`src/rtl/pc_unit_pkg.sv`:
```
// Command encoding shared by the program counter and its producers in decode/branch logic.
package pc_cmd;

  typedef enum logic [2:0] {
    NONE = 3'd0,
    INC  = 3'd1,
    LOAD = 3'd2,
    REL  = 3'd3,
    CALL = 3'd4,
    RET  = 3'd5
  } cmd;

endpackage

```
`src/rtl/pc_ras.sv`:
```
// Circular return-address stack; a push when full overwrites the oldest entry.
module pc_ras #(
  parameter int unsigned WIDTH     = 32,
  parameter int unsigned RAS_DEPTH = 8
) (
  input  logic             clk,
  input  logic             rst,
  input  logic             push,
  input  logic             pop,
  input  logic [WIDTH-1:0] push_data,
  output logic [WIDTH-1:0] top,
  output logic             empty,
  output logic             full
);

  localparam int unsigned PtrW = $clog2(RAS_DEPTH);
  localparam logic [PtrW:0] CountFull = (PtrW + 1)'(RAS_DEPTH);

  logic [WIDTH-1:0] mem_q [RAS_DEPTH];
  logic [PtrW-1:0]  ptr_q;
  logic [PtrW:0]    count_q;

  // ptr_q addresses the next free slot; when full that is also the oldest entry.
  always_ff @(posedge clk) begin
    if (!rst) begin
      ptr_q   <= '0;
      count_q <= '0;
    end else if (push) begin
      ptr_q <= ptr_q + PtrW'(1);
      if (count_q != CountFull) count_q <= count_q + (PtrW + 1)'(1);
    end else if (pop) begin
      ptr_q   <= ptr_q - PtrW'(1);
      count_q <= count_q - (PtrW + 1)'(1);
    end
  end

  always_ff @(posedge clk) begin
    if (rst && push) mem_q[ptr_q] <= push_data;
  end

  assign top   = mem_q[ptr_q - PtrW'(1)];
  assign empty = (count_q == '0);
  assign full  = (count_q == CountFull);

endmodule

```
`src/rtl/pc_unit.sv`:
```
// Fetch-stage program counter with branch/call/return and error reporting.
// Define PC_UNIT_TRAP_EN to redirect faults to TRAP_VEC instead of hold/force-align.
module pc_unit #(
  parameter int unsigned     WIDTH     = 32,
  parameter int unsigned     STEP      = 4,
  parameter int unsigned     RAS_DEPTH = 8,
  parameter logic [WIDTH-1:0] RESET_PC = '0,
  parameter logic [WIDTH-1:0] TRAP_VEC = WIDTH'('h100)
) (
  input  logic             clk,
  input  logic             rst,
  input  logic             stall,
  input  pc_cmd::cmd       cmd,
  input  logic [WIDTH-1:0] load_pc,
  input  logic [WIDTH-1:0] offset,
  output logic [WIDTH-1:0] pc,
  output logic             ras_empty,
  output logic             ras_full,
  output logic             err,
  output logic             trap
);

`ifdef PC_UNIT_TRAP_EN
  localparam bit TrapEn = 1'b1;
`else
  localparam bit TrapEn = 1'b0;
`endif

  localparam logic [WIDTH-1:0] StepW     = WIDTH'(STEP);
  localparam logic [WIDTH-1:0] AlignMask = WIDTH'(STEP - 1);

  logic [WIDTH-1:0] pc_q, pc_d, target, ras_top;
  logic             err_q, err_d, trap_q, trap_d;
  logic             push, pop, misaligned;

  pc_ras #(
    .WIDTH    (WIDTH),
    .RAS_DEPTH(RAS_DEPTH)
  ) u_ras (
    .clk      (clk),
    .rst      (rst),
    .push     (push),
    .pop      (pop),
    .push_data(pc_q + StepW),
    .top      (ras_top),
    .empty    (ras_empty),
    .full     (ras_full)
  );

  assign target     = (cmd == pc_cmd::REL) ? pc_q + offset : load_pc;
  assign misaligned = |(target & AlignMask);

  always_comb begin
    pc_d   = pc_q;
    err_d  = err_q;
    trap_d = 1'b0;
    push   = 1'b0;
    pop    = 1'b0;
    unique case (cmd)
      pc_cmd::INC: pc_d = pc_q + StepW;
      pc_cmd::LOAD, pc_cmd::REL, pc_cmd::CALL: begin
        pc_d = target & ~AlignMask;
        push = (cmd == pc_cmd::CALL);
        if (misaligned) begin
          err_d = 1'b1;
          if (TrapEn) begin
            pc_d   = TRAP_VEC;
            trap_d = 1'b1;
            push   = 1'b0;
          end
        end
      end
      pc_cmd::RET: begin
        if (ras_empty) begin
          err_d = 1'b1;
          if (TrapEn) begin
            pc_d   = TRAP_VEC;
            trap_d = 1'b1;
          end
        end else begin
          pc_d = ras_top;
          pop  = 1'b1;
        end
      end
      default: ;
    endcase
    // Stall freezes everything, including the RAS.
    if (stall) begin
      pc_d   = pc_q;
      err_d  = err_q;
      trap_d = 1'b0;
      push   = 1'b0;
      pop    = 1'b0;
    end
  end

  always_ff @(posedge clk) begin
    if (!rst) begin
      pc_q   <= RESET_PC;
      err_q  <= 1'b0;
      trap_q <= 1'b0;
    end else begin
      pc_q   <= pc_d;
      err_q  <= err_d;
      trap_q <= trap_d;
    end
  end

  assign pc   = pc_q;
  assign err  = err_q;
  assign trap = trap_q;

endmodule
```
`config.mk`:
```
export PLATFORM = sky130hd
export DESIGN_NAME = pc_unit
export DESIGN_NICKNAME = d
export VERILOG_FILES = /design/src/rtl/pc_unit_pkg.sv /design/src/rtl/pc_ras.sv /design/src/rtl/pc_unit.sv
export SDC_FILE = /design/constraint.sdc
export NUM_CORES = 1
export LEC_CHECK = 0
export ABC_AREA = 1
export BUFFER_PORTS_ARGS = -buffer_cell sky130_fd_sc_hd__buf_4
export CORE_MARGIN = 10
export CORE_UTILIZATION = 60
export CTS_BUF_LIST = sky130_fd_sc_hd__clkbuf_8
export DETAILED_ROUTE_END_ITERATION = 12
export PLACE_DENSITY = 0.84
export SLEW_MARGIN = 0
export SYNTH_ARGS = -nofsm -noshare
export SYNTH_HDL_FRONTEND = slang
export SYNTH_SLANG_ARGS = --single-unit
```
`constraint.sdc`:
```
create_clock -name clk -period 5.5 [get_ports clk]
set_input_delay 0.275 -clock clk [delete_from_list [all_inputs] [get_ports clk]]
set_output_delay 0.275 -clock clk [all_outputs]
set_load 0.02 [all_outputs]
```
* Word-level counts from Yosys, hierarchy flattened
Memories as Yosys holds them, arrays and structs flattened.
Index checks and enable logic that the tools add are counted.
** Word-level totals
- Flip-flop bits (word level) :: 40
- Bits in writable memories :: 256
- Input bits :: 70
- Output and inout port bits :: 36
- Logic and storage cells :: 51
- Memories :: 1
** Memories
- u_ras.mem_q :: words 8, width 32, rd ports 1, clocked after Yosys merged registers in 0, wr ports 1, line pc_ras.sv:19 : logic [WIDTH-1:0] mem_q [RAS_DEPTH];
** Cells by class
- Add/sub/neg operators :: 6
- Equality and inequality tests :: 11
- Multiplexer cells :: 18
- Bitwise logic cells :: 1
- Reductions and logical operators :: 10
** Operator list (number)
- 32-bit case mux with 3 select lines :: 1
- 32-bit two-way mux :: 2
- 32-bit by 3-bit adder with 32-bit output (second input constant) :: 1
- 32-bit adder :: 1
- 4-bit two-way mux :: 3
- 1-bit two-way mux :: 9
- 2-bit != test (second input constant) :: 4
- 3-bit by 2-bit == test with 1-bit output (second input constant) :: 2
- 3-bit == test (second input constant) :: 2
- 3-bit two-way mux :: 2
- 4-bit by 1-bit adder with 4-bit output (second input constant) :: 1
- 4-bit == test (second input constant) :: 1
- 4-bit zero test :: 1
- 4-bit != test (second input constant) :: 1
- 4-bit AND reduction :: 1
- 2-bit nonzero test :: 2
- 4-bit by 1-bit subtractor with 4-bit output (second input constant) :: 1
- 3-bit by 1-bit adder with 3-bit output (second input constant) :: 1
- 3-bit by 1-bit == test with 1-bit output (second input constant) :: 1
- 3-bit AND reduction :: 1
- 3-bit nonzero test :: 1
- 3-bit OR reduction :: 1
- 3-bit by 1-bit subtractor with 3-bit output (second input constant) :: 1
- 1-bit case mux with 2 select lines :: 1
- 4 further kinds :: 4

* Depth between registers and ports, before layout
- Depth after elaboration :: 7
- Gate-level depth with buffers :: 16
- Mapped depth without buffers :: 16

* Modules after synthesis
Synthesis repeated with hierarchy kept, for this count alone.
** Second synthesis, totals
- Cells, all modules :: 1784
- Area, all modules :: 15468.6 µm²
** Modules (own cells, without submodules)
- pc_ras :: instances 1, cells an instance 903, area an instance 10650.2 µm², seq. area each 7827.5 µm²
- pc_unit :: instances 1, cells an instance 881, area an instance 4818.4 µm², seq. area each 660.6 µm²

* Worst setup path before layout
OpenSTA, ideal clock, no wires.
- Path kind :: register to register
- Start point :: register u_ras.ptr_q[0]
- End point :: memory u_ras.mem_q[1][0] (enable)
- Arrival :: 3341 ps
- Required time :: 5039 ps
- Slack :: 1698 ps
- Stages on the path, launching flop included :: 6
- Period minus slack after synthesis :: 3802 ps
- Cell sequence :: dfxtp_1 -> buf_2 -> clkbuf_1 -> buf_2 -> nand2_1 -> nor3_1
** RTL lines
- start: declaration :: line pc_ras.sv:20 : logic [PtrW-1:0] ptr_q;
- start signal: assignment :: line pc_ras.sv:29 : ptr_q <= ptr_q + PtrW'(1);
- start signal: assignment :: line pc_ras.sv:32 : ptr_q <= ptr_q - PtrW'(1);
- end: declaration :: line pc_ras.sv:19
No word-level cell before the write port.

* Worst setup path after layout
- Start point :: register u_ras.ptr_q[0]
- End point :: register pc_q[10] (netlist: pc[10])
** On the way
- Longest elaborated chain between the ends :: 4
** RTL lines
- 3-bit by 1-bit subtractor with 3-bit output :: line pc_ras.sv:41 : assign top = mem_q[ptr_q - PtrW'(1)];
- memory 8 x 32 bit
- 32-bit two-way mux :: line pc_unit.sv:74 : if (ras_empty) begin
- 32-bit case mux with 3 select lines :: line pc_unit.sv:59 : unique case (cmd)
- end signal: assignment :: line pc_unit.sv:103 : pc_q <= pc_d;
- end: declaration :: line pc_unit.sv:32 : logic [WIDTH-1:0] pc_q, pc_d, target, ras_top;
Every way passes these cells. The select of a mux whose other input is x is not followed.
A chain may end at the register's enable or synchronous reset.

==> flow_summary.ini <==
[status]
status = finished, final reports clean

[timing]
fin_skew_ns = 0.05471
setup_tns_ns = 0
min_period_ns = 3.679
final.setup.worst_slack_ns = 1.821
max-slew-margin-rel_pct = 14.10
rsz0062_at_grt = false
worst_slew_pin_slew_ns = 1.285
setup_viol = 0
fin_crit_sh_pct = 66.90
hold_ws_ns = 0.05402
fmax_ghz = 0.2718
hold_violations = 0
maxSlewViolCount = 0

[layout]
syn_to_final_growth_pct = 12.94
antenna-diode-count = 0
nets = 1801
drive_gt1_share_pct = 12.47

[logic_synthesis]
synthFlopType = edfxtp_1
synth_edf_count = 256
syn_nets = 1708
syn-mean-instance-area_um2 = 9.392
synth_area_leaders = edfxtp_1 51%, nand2_1 6.4%, o21ai_0 6.2%
yosysSeqAreaShare_pct = 56.49
synth_area_leader_cell = edfxtp_1
synth.yosys.warnings = 0
synth_seq_cells = 296
synth_cell_types = 44
synth_top_cell_area_share_pct = 51.16
syn_inst = 1600
synthArstFlopShare_pct = 0
synth_common_cells = 258 x nand2_1, 256 x edfxtp_1, 215 x nor2_1, 186 x o21ai_0, 139 x inv_1
synth_area_mm2 = 0.01503
synth_most_common_cell = nand2_1

[min_path]
hold_class = input port to register

[global_routing]
grt_max_degree = 99
grt_pass1_vias = 12350
grt_pass1_wl_mm = 67.84
grt.total_usage_pct = 27.30
grt-ovfl-total = 0
antenna_found_initial = 0

[place]
port-buffer-count = 104
place.detailed.hpwl_mm = 29.02
pre_cts_slack_ns = 1.956
gp_congestion = 1.006

[clock_network]
cts_root_buf = clkbuf_8
htreeDepth = 2
cts.clk_slew.worst_paths_ns = 0.06
cts.path.max_buffers = 3
ctsHoldBuffers = 0
post_cts_buffers = 0
cts_buffers = 47
clock_sinks = 296
cts_tree = built
cts_resized = 0
clock_latency_ns = 0.60

[floorplanning]
start_util_pct = 61.43
fp.dieH_um = 178.3
rows = 57
pin_count = 106
dieArea_mm2 = 0.03177
core_region_area_mm2 = 0.02446
die_w_um = 178.3

[drt]
routedWlPerCell_um = 21.33
drc = 0
ant_nets = 0
routed_wl_mm = 43.85
dr.pass1.iters = 5
vias_per_cell = 6.130
dr.first_iter.drc_count = 1539
vias = 12600

[power]
power.density_mw_per_mm2 = 300.0
power_leakage_nw = 6.711
vdd_ir_drop_max_mv = 0.2206

[worst_setup_path]
cp.required_ns = 6.03
cp-start-kind = register
cp_max_fo = 63
cp.arrival_ns = 4.21
path_class = register to register
cp-end-kind = register

[run]
cap_violations = 0
[state kept, by name, summed over array words and instances (netlist names)]
| name | count |
|---|---|
| u_ras.count_q | 4 |
| pc | 32 |
| err | 1 |
| u_ras.mem_q | 256 |
| u_ras.ptr_q | 3 |
[per-stage QoR]
| stage | power, mW | instances | util (%) | instance area [um2] |
|---|---|---|---|---|
| 6_report | 5.091 | 2056 | 69.38 | 16970 |
| 5_1_grt | 5.270 | 2056 | 69.38 | 16970 |
| 4_1_cts | 5.075 | 2055 | 69.33 | 16960 |
| 3_5_place_dp | 3.312 | 1967 | 65.60 | 16050 |
| 3_3_place_gp | 3.296 | 1967 | 65.60 | 16050 |
| 2_1_floorplan | 3.048 | 1600 | - | 15030 |
[where the power goes]
group | internal, mW | total, mW | switching, mW
clock network | 0.938 | 1.80 | 0.864
logic | 0.239 | 0.741 | 0.502
registers | 2.48 | 2.55 | 0.0631
total | 3.66 | 5.09 | 1.43
[worst max-delay path, cell delays in order (launching register included)]
cell and delay (ns):
dfxtp_4 0.77, clkinv_2 0.56, ha_1 0.47, inv_1 0.22, buf_4 0.54, o21ai_0 0.24
o22ai_1 0.20, o21ai_0 0.12, nor2_1 0.26, nor2_1 0.09, a21oi_1 0.12
[layer usage]
layer  GRT usage [%]  routed length [um]  vias up
li1                -                   -     5794
met1           36.82               17260     5925
met2           43.72               20270      797
met3           5.476                5209       88
met4           8.681                1104        0
met5               0                   0        -
[cell families (layout without fill, tap and decap cells)]
group	count (synthesis)	in the layout	synth area share, %
and+or+nand+nor	607	607	16.83
AOI/OAI and AO/OA	396	396	15.05
DFF	296	296	56.49
buffers and inverters	219	351	5.837
xor gates and xnor gates	43	43	2.506
adders and majority gates	38	38	3.264
other	1	1	0.02496
[path summary, 6_finish.rpt]
check / from / to / slack [ns] / cells past startpoint
max: u_ras.ptr_q[0] / pc[10] / 1.82 / 10
min: stall / err / 0.05 / 4
max reg2reg: u_ras.ptr_q[0] / pc[10] / 1.82 / 10
min reg2reg: u_ras.count_q[3] / u_ras.count_q[3] / 0.47 / 1
[cell type report]
class | count | area (um2)
Sequential cell | 296 | 8492
Fill cell | 1842 | 7491
Multi-Input combinational cell | 1085 | 5722
Timing Repair Buffer | 119 | 897.1
Clock buffer | 53 | 729.5
Inverter | 144 | 541.8
Tap cell | 324 | 405.4
Clock inverter | 35 | 183.9
[cells in the final DEF, fill, tap and decap left out, types with 13 or more instances in the layout]
master,n
nand3_1,78
nand4_1,13
o211ai_1,36
buf_4,118
xor2_1,32
edfxtp_1,256
o21ai_0,186
nand2_1,258
o221ai_1,26
ha_1,36
inv_1,155
nor3_1,16
nor2_1,210
clkbuf_8,53
dfxtp_1,39
o22ai_1,32
a21oi_1,96
(Power assumes the default switching activity.)
